--- config.mk ---
export PLATFORM = sky130hd
export DESIGN_NAME = owm_bus_master
export DESIGN_NICKNAME = d
export VERILOG_FILES = /design/src/rtl/owm_bus_master.sv
export SDC_FILE = /design/constraint.sdc
export NUM_CORES = 1
export LEC_CHECK = 0
export BUFFER_PORTS_ARGS = -buffer_cell sky130_fd_sc_hd__buf_4
export CORE_MARGIN = 3
export CORE_UTILIZATION = 52
export CTS_CLUSTER_DIAMETER = 150
export CTS_CLUSTER_SIZE = 10
export DETAILED_ROUTE_END_ITERATION = 8
export GPL_TIMING_DRIVEN = 0
export HOLD_SLACK_MARGIN = 0.05
export PLACE_DENSITY = 0.82
export SYNTH_ARGS = -nofsm -noshare
export SYNTH_HDL_FRONTEND = slang
export SYNTH_SLANG_ARGS = --single-unit
--- constraint.sdc ---
create_clock -name clk -period 2.23 [get_ports clk]
set_input_delay 0.3345 -clock clk [delete_from_list [all_inputs] [get_ports clk]]
set_output_delay 0.3345 -clock clk [all_outputs]
set_load 0.02 [all_outputs]
--- src/rtl/owm_bus_master.sv ---
`default_nettype none
// ============================================================================
// Module   : owm_bus_master
// Desc     : 1-Wire bus master link layer: reset/presence sequences and
//            byte-wide write/read time slots (LSB first), open-drain drive.
//            Define OWM_CRC8_EN to build the running Dallas/Maxim CRC-8.
// Revision : 1.0 - initial release
// ============================================================================
module owm_bus_master #(
    parameter int unsigned CLKS_PER_US = 50,
    parameter int unsigned T_RST_US    = 480,
    parameter int unsigned T_PDS_US    = 70,
    parameter int unsigned T_SLOT_US   = 70,
    parameter int unsigned T_LOW1_US   = 6,
    parameter int unsigned T_LOW0_US   = 60,
    parameter int unsigned T_RDS_US    = 15
) (
    input  logic       clk,
    input  logic       rst_n,
    input  logic       cmd_valid,
    output logic       cmd_ready,
    input  logic [1:0] cmd_op,
    input  logic [7:0] cmd_data,
    output logic       done,
    output logic [7:0] rd_data,
    output logic       presence,
    output logic       busy,
    output logic [7:0] crc,
    input  logic       data_in,
    output logic       data_out,
    output logic       data_out_oe
);

    localparam int unsigned c_pre_w = $clog2(CLKS_PER_US);
    localparam logic [c_pre_w-1:0] c_pre_max = c_pre_w'(CLKS_PER_US - 1);

    localparam logic [8:0] c_rst_us  = 9'(T_RST_US);
    localparam logic [8:0] c_pds_us  = 9'(T_PDS_US);
    localparam logic [8:0] c_slot_us = 9'(T_SLOT_US);
    localparam logic [8:0] c_low1_us = 9'(T_LOW1_US);
    localparam logic [8:0] c_low0_us = 9'(T_LOW0_US);
    localparam logic [8:0] c_rds_us  = 9'(T_RDS_US);

    localparam logic [1:0] c_op_reset = 2'b00;
    localparam logic [1:0] c_op_write = 2'b01;
    localparam logic [1:0] c_op_read  = 2'b10;
    localparam logic [1:0] c_op_nop   = 2'b11;

    typedef enum logic [2:0] {
        S_IDLE     = 3'd0,
        S_RST_LOW  = 3'd1,
        S_RST_REL  = 3'd2,
        S_SLOT_LOW = 3'd3,
        S_SLOT_REL = 3'd4,
        S_DONE     = 3'd5
    } state_t;

    state_t               r_state;
    logic [1:0]           r_sync;
    logic [c_pre_w-1:0]   r_pre;
    logic [8:0]           r_us;
    logic [8:0]           r_slot_us;
    logic [1:0]           r_op;
    logic [7:0]           r_shift;
    logic [2:0]           r_bit_cnt;
    logic                 r_oe;
    logic                 r_done;
    logic [7:0]           r_rd_data;
    logic                 r_presence;

    logic                 w_accept;
    logic                 w_us_tick;
    logic                 w_sync_in;
    logic                 w_in_slot;
    logic                 w_rd_sample;
    logic                 w_slot_end;
    logic [8:0]           w_low_us;

    assign w_accept    = cmd_valid && (r_state == S_IDLE);
    assign w_us_tick   = (r_pre == c_pre_max);
    assign w_sync_in   = r_sync[1];
    assign w_in_slot   = (r_state == S_SLOT_LOW) || (r_state == S_SLOT_REL);
    // Read bits are sampled once, on the first clock of the sample microsecond.
    assign w_rd_sample = w_in_slot && (r_op == c_op_read) &&
                         (r_slot_us == c_rds_us) && (r_pre == '0);
    assign w_slot_end  = (r_state == S_SLOT_REL) && w_us_tick &&
                         (r_slot_us == c_slot_us - 9'd1);
    assign w_low_us    = ((r_op == c_op_write) && !r_shift[0]) ? c_low0_us : c_low1_us;

    always_ff @(posedge clk) begin
        if (!rst_n) begin
            r_state    <= S_IDLE;
            r_sync     <= 2'b11;
            r_pre      <= '0;
            r_us       <= '0;
            r_slot_us  <= '0;
            r_op       <= c_op_nop;
            r_shift    <= '0;
            r_bit_cnt  <= '0;
            r_oe       <= 1'b0;
            r_done     <= 1'b0;
            r_rd_data  <= '0;
            r_presence <= 1'b0;
        end else begin
            r_sync <= {r_sync[0], data_in};
            r_done <= 1'b0;

            if (w_us_tick) begin
                r_pre     <= '0;
                r_us      <= r_us + 9'd1;
                r_slot_us <= r_slot_us + 9'd1;
            end else begin
                r_pre <= r_pre + 1'b1;
            end

            if (w_rd_sample) begin
                r_shift <= {w_sync_in, r_shift[7:1]};
            end

            case (r_state)
                S_IDLE: begin
                    if (w_accept) begin
                        r_op      <= cmd_op;
                        r_shift   <= cmd_data;
                        r_bit_cnt <= '0;
                        r_pre     <= '0;
                        r_us      <= '0;
                        r_slot_us <= '0;
                        case (cmd_op)
                            c_op_reset: begin
                                r_state <= S_RST_LOW;
                                r_oe    <= 1'b1;
                            end
                            c_op_write, c_op_read: begin
                                r_state <= S_SLOT_LOW;
                                r_oe    <= 1'b1;
                            end
                            default: r_state <= S_DONE;
                        endcase
                    end
                end

                S_RST_LOW: begin
                    if (w_us_tick && (r_us == c_rst_us - 9'd1)) begin
                        r_state <= S_RST_REL;
                        r_oe    <= 1'b0;
                        r_pre   <= '0;
                        r_us    <= '0;
                    end
                end

                S_RST_REL: begin
                    if ((r_us == c_pds_us) && (r_pre == '0)) begin
                        r_presence <= ~w_sync_in;
                    end
                    if (w_us_tick && (r_us == c_rst_us - 9'd1)) begin
                        r_state <= S_DONE;
                        r_pre   <= '0;
                        r_us    <= '0;
                    end
                end

                S_SLOT_LOW: begin
                    if (w_us_tick && (r_us == w_low_us - 9'd1)) begin
                        r_state <= S_SLOT_REL;
                        r_oe    <= 1'b0;
                        r_pre   <= '0;
                        r_us    <= '0;
                    end
                end

                S_SLOT_REL: begin
                    if (w_slot_end) begin
                        r_bit_cnt <= r_bit_cnt + 3'd1;
                        r_pre     <= '0;
                        r_us      <= '0;
                        r_slot_us <= '0;
                        // Write data leaves LSB first; read data was shifted at sample time.
                        if (r_op == c_op_write) begin
                            r_shift <= {1'b0, r_shift[7:1]};
                        end
                        if (r_bit_cnt == 3'd7) begin
                            r_state <= S_DONE;
                        end else begin
                            r_state <= S_SLOT_LOW;
                            r_oe    <= 1'b1;
                        end
                    end
                end

                S_DONE: begin
                    r_done  <= 1'b1;
                    r_state <= S_IDLE;
                    r_pre   <= '0;
                    r_us    <= '0;
                    if (r_op == c_op_read) begin
                        r_rd_data <= r_shift;
                    end
                end

                default: begin
                    r_state <= S_IDLE;
                    r_oe    <= 1'b0;
                end
            endcase
        end
    end

`ifdef OWM_CRC8_EN
    logic [7:0] r_crc;
    logic       w_crc_en;
    logic       w_crc_bit;
    logic       w_crc_fb;

    assign w_crc_en  = w_rd_sample || (w_slot_end && (r_op == c_op_write));
    assign w_crc_bit = (r_op == c_op_read) ? w_sync_in : r_shift[0];
    assign w_crc_fb  = r_crc[0] ^ w_crc_bit;

    always_ff @(posedge clk) begin
        if (!rst_n) begin
            r_crc <= '0;
        end else if (w_accept && (cmd_op == c_op_reset)) begin
            r_crc <= '0;
        end else if (w_crc_en) begin
            r_crc <= {w_crc_fb, r_crc[7:1]} ^ (w_crc_fb ? 8'h0C : 8'h00);
        end
    end

    assign crc = r_crc;
`else
    assign crc = 8'h00;
`endif

    assign cmd_ready   = (r_state == S_IDLE);
    assign busy        = ~cmd_ready;
    assign done        = r_done;
    assign rd_data     = r_rd_data;
    assign presence    = r_presence;
    assign data_out    = 1'b0;
    assign data_out_oe = r_oe;

endmodule
`default_nettype wire
* Word level (Yosys, flattened, before mapping) *
Index checks and enable logic that the tools add are counted.

cells by class
  add/subtract/negate cells = 5
  eq/ne operators = 23
  mux-type cells = 41
  bitwise operators = 3
  reductions and logical operators = 26

operator list
  cell                 count
  $mux 9               8
  $pmux 9 s5           1
  $mux 6               6
  $mux 8               4
  $pmux 6 s5           1
  $mux 3               8
  $add 9x1->9 const B  2
  $eq 9x7->1 const B   2
  $pmux 9 s2           1
  $pmux 8 s2           1
  $pmux 3 s5           1
  $pmux 3 s2           2
  $logic_and 1x1->1    10
  $ne 2x2->1 const B   5
  $eq 3x3->1 const B   3
  $eq 9x4->1 const B   1
  $eq 9x9->1           1
  $eq 9x9->1 const B   1
  $mux 1               7
  $reduce_and 7->1     1
  $sub 6x1->7 const B  1
  $add 6x1->6 const B  1
  $eq 3x2->1 const B   2
  $eq 6x6->1 const B   1
  18 further kinds     27

storage, ports and cells
  flip-flop bits (word level) = 53
  bits of input ports = 14
  output and inout bits = 22
  word-level logic and storage cells = 110

* Depth between registers and ports, before layout *
  depth in word-level cells = 9
  mapped depth = 9
  gate-level depth less buffers = 8

* Least setup slack after synthesis *
No wires, ideal clock.

  path kind = reg2reg
  start = reg r_slot_us[5]
  end = reg r_shift[1]
  library setup time = 0.122 ns
  arrival time = 2.284 ns
  required time = 2.108 ns
  setup slack = -0.176 ns
  stages on the path, launching flop included = 8
  path buffers = 1
  clock period less this slack = 2.406 ns
  cell sequence = dfxtp_1 -> or4_4 -> or4_4 -> nor3_2 -> buf_6 -> mux2i_1 -> a21oi_1 -> o311a_1

between the ends
  cells in the longest elaborated chain, start to end = 7
  elaborated cells between the ends (all ways) = 10
  those cells by class = eq/ne (2); mux (5); reduce/logical (3)

RTL lines
  element                   line  RTL
  start: declaration        62    logic [8:0] r_slot_us;
  start signal: assignment  111   r_slot_us <= r_slot_us + 9'd1;
  $eq 9x4->1                85    (r_slot_us == c_rds_us) && (r_pre == '0);
  $logic_and 1x1->1         84    assign w_rd_sample = w_in_slot && (r_op == c_op_read) &&
  $logic_and 1x1->1         85
  $mux 8                    116   if (w_rd_sample) begin
  $mux 8                    179   if (r_op == c_op_write) begin
  $mux 8                    173   if (w_slot_end) begin
  $pmux 8 s2 (*)            120   case (r_state)
  end signal: assignment    117   r_shift <= {w_sync_in, r_shift[7:1]};
  end signal: assignment    124   r_shift <= cmd_data;
  end signal: assignment    180   r_shift <= {1'b0, r_shift[7:1]};
  end: declaration          64    logic [7:0] r_shift;

Every way passes the cells marked *; elsewhere a longest branch is shown, timed or not.
A chain may end at the register's enable or synchronous reset.

* Final worst setup path *
  start = reg r_slot_us[8]
  end = reg r_shift[1]

The elaborated chain is that of the path after synthesis.

==> results.toml <==
[clock_tree]
hold_buffers = 0
clockBufferDepth = 2
cts-root-buf = "clkbuf_8"
htreeDepth = 2
cts.sinks = 53
cts_tree = "yes"
clock_latency_ns = 0.31
clkTransAtPathRegs_ns = 0.09
cts_buffers = 5

[logic_synthesis]
postSynthAreaPerCell_um2 = 8.636
postSynthCellCount = 336
synth_seq_cells = 53
synthFlopType = "dfxtp_1"
synth.most_common_cell = "dfxtp_1"
ys_top_cells_by_count = "dfxtp_1, nor2_1, nand2_1"
synth.distinct_cells = 55
synthArstFlopShare_pct = 0
yosysTopAreaCell = "dfxtp_1"
yosysWarningCount = 0
yosys-top-cells-area = "dfxtp_1, mux2i_1, nor2_1, ha_1, xor2_1"
ys_seq_area_share_pct = 36.57
synth_edf_count = 0
synth_top_area_share_pct = 36.57
netlist_area_um2 = 2902

[min_path]
min_path_cells = 2
hp-start = "data_in"
hold_class = "in -> reg"
hold_path_end = "r_sync[0]"

[sta]
skew_ns = 0.01677
fin_crit_ns = 2.343
post-route-period-util_pct = 105.0
setup_ws_ns = -0.1126
fmax_mhz = 426.9
setup_viol = 7
finalHoldViolations = 0
slew_headroom_pct = 49.09
holdWs_ns = 0.1999
grt_setup_unrepaired = "yes"
tightest_slew_ns = 0.7637
drv_slew = 0

[die]
start_util_pct = 55.40
die_area_um2 = 6512
dieHeight_um = 80.70
num_rows = 26
pin_count = 36
die_x_um = 80.70
core-area_um2 = 5238

[setup_path]
cp.required_ns = 2.42
end_kind = "register"
startpoint_type = "register"
r2r_slack_ns = -0.11
crit_type = "reg -> reg"
r2r-start = "r_slot_us[8]"
worstReg2RegEnd = "r_shift[1]"
cp_max_fo = 3
arrival_ns = 2.53
reg2reg_depth = 7

[finish]
finalNetCount = 408
drive_gt1_share_pct = 22.60
diodes = 0
syn_to_final_growth_pct = 22.12

[route]
detail-route-antenna-nets = 0
via_count = 2591
drc = 0
wl_um = 6965
drtPass1Iterations = 5
vias_per_cell = 5.695
wire_per_inst_um = 15.31
first_iter_violations = 244

[power]
p_seq_share_pct = 39.2
combPwrFrac_pct = 41.3
p_sw_share_pct = 40.16
p_per_area_nw_per_um2 = 833.7
ir_drop_uv = 505.7
power_mw = 2.954
p_int_mw = 1.768
leakagePower_nw = 1.345
clock_power_share_pct = 19.5
p_sw_mw = 1.186

[grt]
track_usage_pct = 21.04
antenna_found_initial = 0
grt_start_max_net_pins = 17
grt_overflow = 0
grt_pass1_vias = 2306
grt_first_pass_wirelength_um = 10750

[status]
violations = "negative setup slack"
status = "finished, violations left"

[place]
place_ws_ns = -0.3575
io_buffer_count = 25
gp_congestion = 0.8900
place_hpwl_um = 4755

[job]
drv_cap = 0
-- layer usage --
layer	global-route usage, %	routed length, um	up-vias	part of all wire, %
met5	0	0	-	0
met4	8.784	146	0	2.1
met3	3.363	445	21	6.4
met2	31.87	3264	98	47
met1	29.58	3109	1201	45
li1	-	-	1271	-
-- cells by family after synthesis --
group | Yosys count | synth area share (%)
compound gates | 53 | 13.84
xor+xnor | 19 | 5.735
fa+ha+maj | 10 | 4.312
buf+inv | 39 | 6.511
flops | 53 | 36.57
mux | 19 | 6.598
other cells | 1 | 0.1292
simple gates | 142 | 26.30
-- stage by stage --
step | utilization [%] | setup TNS (ns) | area [um^2] | std cells
2_1_floorplan | - | -0.02333 | 2957 | 344
3_3_place_gp | 61.71 | -6.832 | 3232 | 439
3_5_place_dp | 61.71 | -6.478 | 3232 | 439
4_1_cts | 64.93 | -1.699 | 3401 | 451
5_1_grt | 67.65 | -1.124 | 3543 | 455
6_report | 67.65 | -0.4285 | 3543 | 455
-- power by group through the flow --
stage / Clock (mW) / Combinational, mW / Sequential (mW)
after floorplan: 0 / 0.762 / 1.15
after detailed placement: 0 / 1.02 / 1.17
after global routing: 0.630 / 1.31 / 1.17
after CTS: 0.580 / 1.09 / 1.15
final: 0.576 / 1.22 / 1.16
after global placement: 0 / 1.01 / 1.16
-- repair_timing --
item / CTS / global route
setup endpoints to repair: 32 / 37
buffers inserted: 3 / 5
gates cloned: 1 / 0
pin swaps: 4 / 4
gates resized for setup: 10 / 24
-- registers in the layout (all words and copies together) (netlist names), 2 cells and up --
register,flops
r_bit_cnt,3
r_op,2
r_pre,6
r_shift,8
r_slot_us,9
r_state,3
r_sync,2
r_us,9
rd_data,8
-- critical path, cell delays in order, from the launching register on --
cell and delay, ns:
dfxtp_2 0.33, or4_4 0.54, or4_4 0.45, nor3_4 0.17, buf_6 0.14, mux2i_2 0.22
a21oi_1 0.09, o311a_1 0.29
-- cell type report --
type                    count  area [um^2]
fillers                   416         1694
plain buffers              22        125.1
flip-flops and latches     53         1075
inverters                  16        60.06
clock inverters             2        13.76
well taps                  70        87.58
multi-input cells         253         1848
clock buffers               6        82.58
repair buffers             33        251.5
-- cells in the final DEF (no fill, tap or decap), types with 4 or more instances in the layout --
cell / n
dfxtp_1: 46
buf_4: 41
nor2_1: 39
nand2_1: 23
mux2i_1: 17
inv_1: 16
nor2b_1: 14
clkbuf_1: 11
xor2_1: 11
a21oi_1: 9
nand3_1: 9
o21ai_0: 9
ha_1: 9
conb_1: 9
xnor2_1: 8
nand4_1: 7
nor3_1: 6
and3_1: 6
clkbuf_8: 6
or3_1: 5
nor4b_1: 5
dfxtp_2: 5
nand2b_1: 4
-- worst max path at each step --
stage	to	from	slack (ns)	cells after the start
final	r_shift[1]	r_slot_us[8]	-0.11	7
after global routing	r_shift[7]	r_slot_us[4]	-0.18	8
after CTS	r_shift[1]	r_slot_us[8]	-0.11	7
after detailed placement	r_slot_us[1]	r_pre[2]	-0.36	7
after global placement	r_slot_us[1]	r_pre[2]	-0.38	7
after floorplan	r_shift[1]	r_slot_us[8]	-0.02	7
Power figures use the tool's default switching activity.
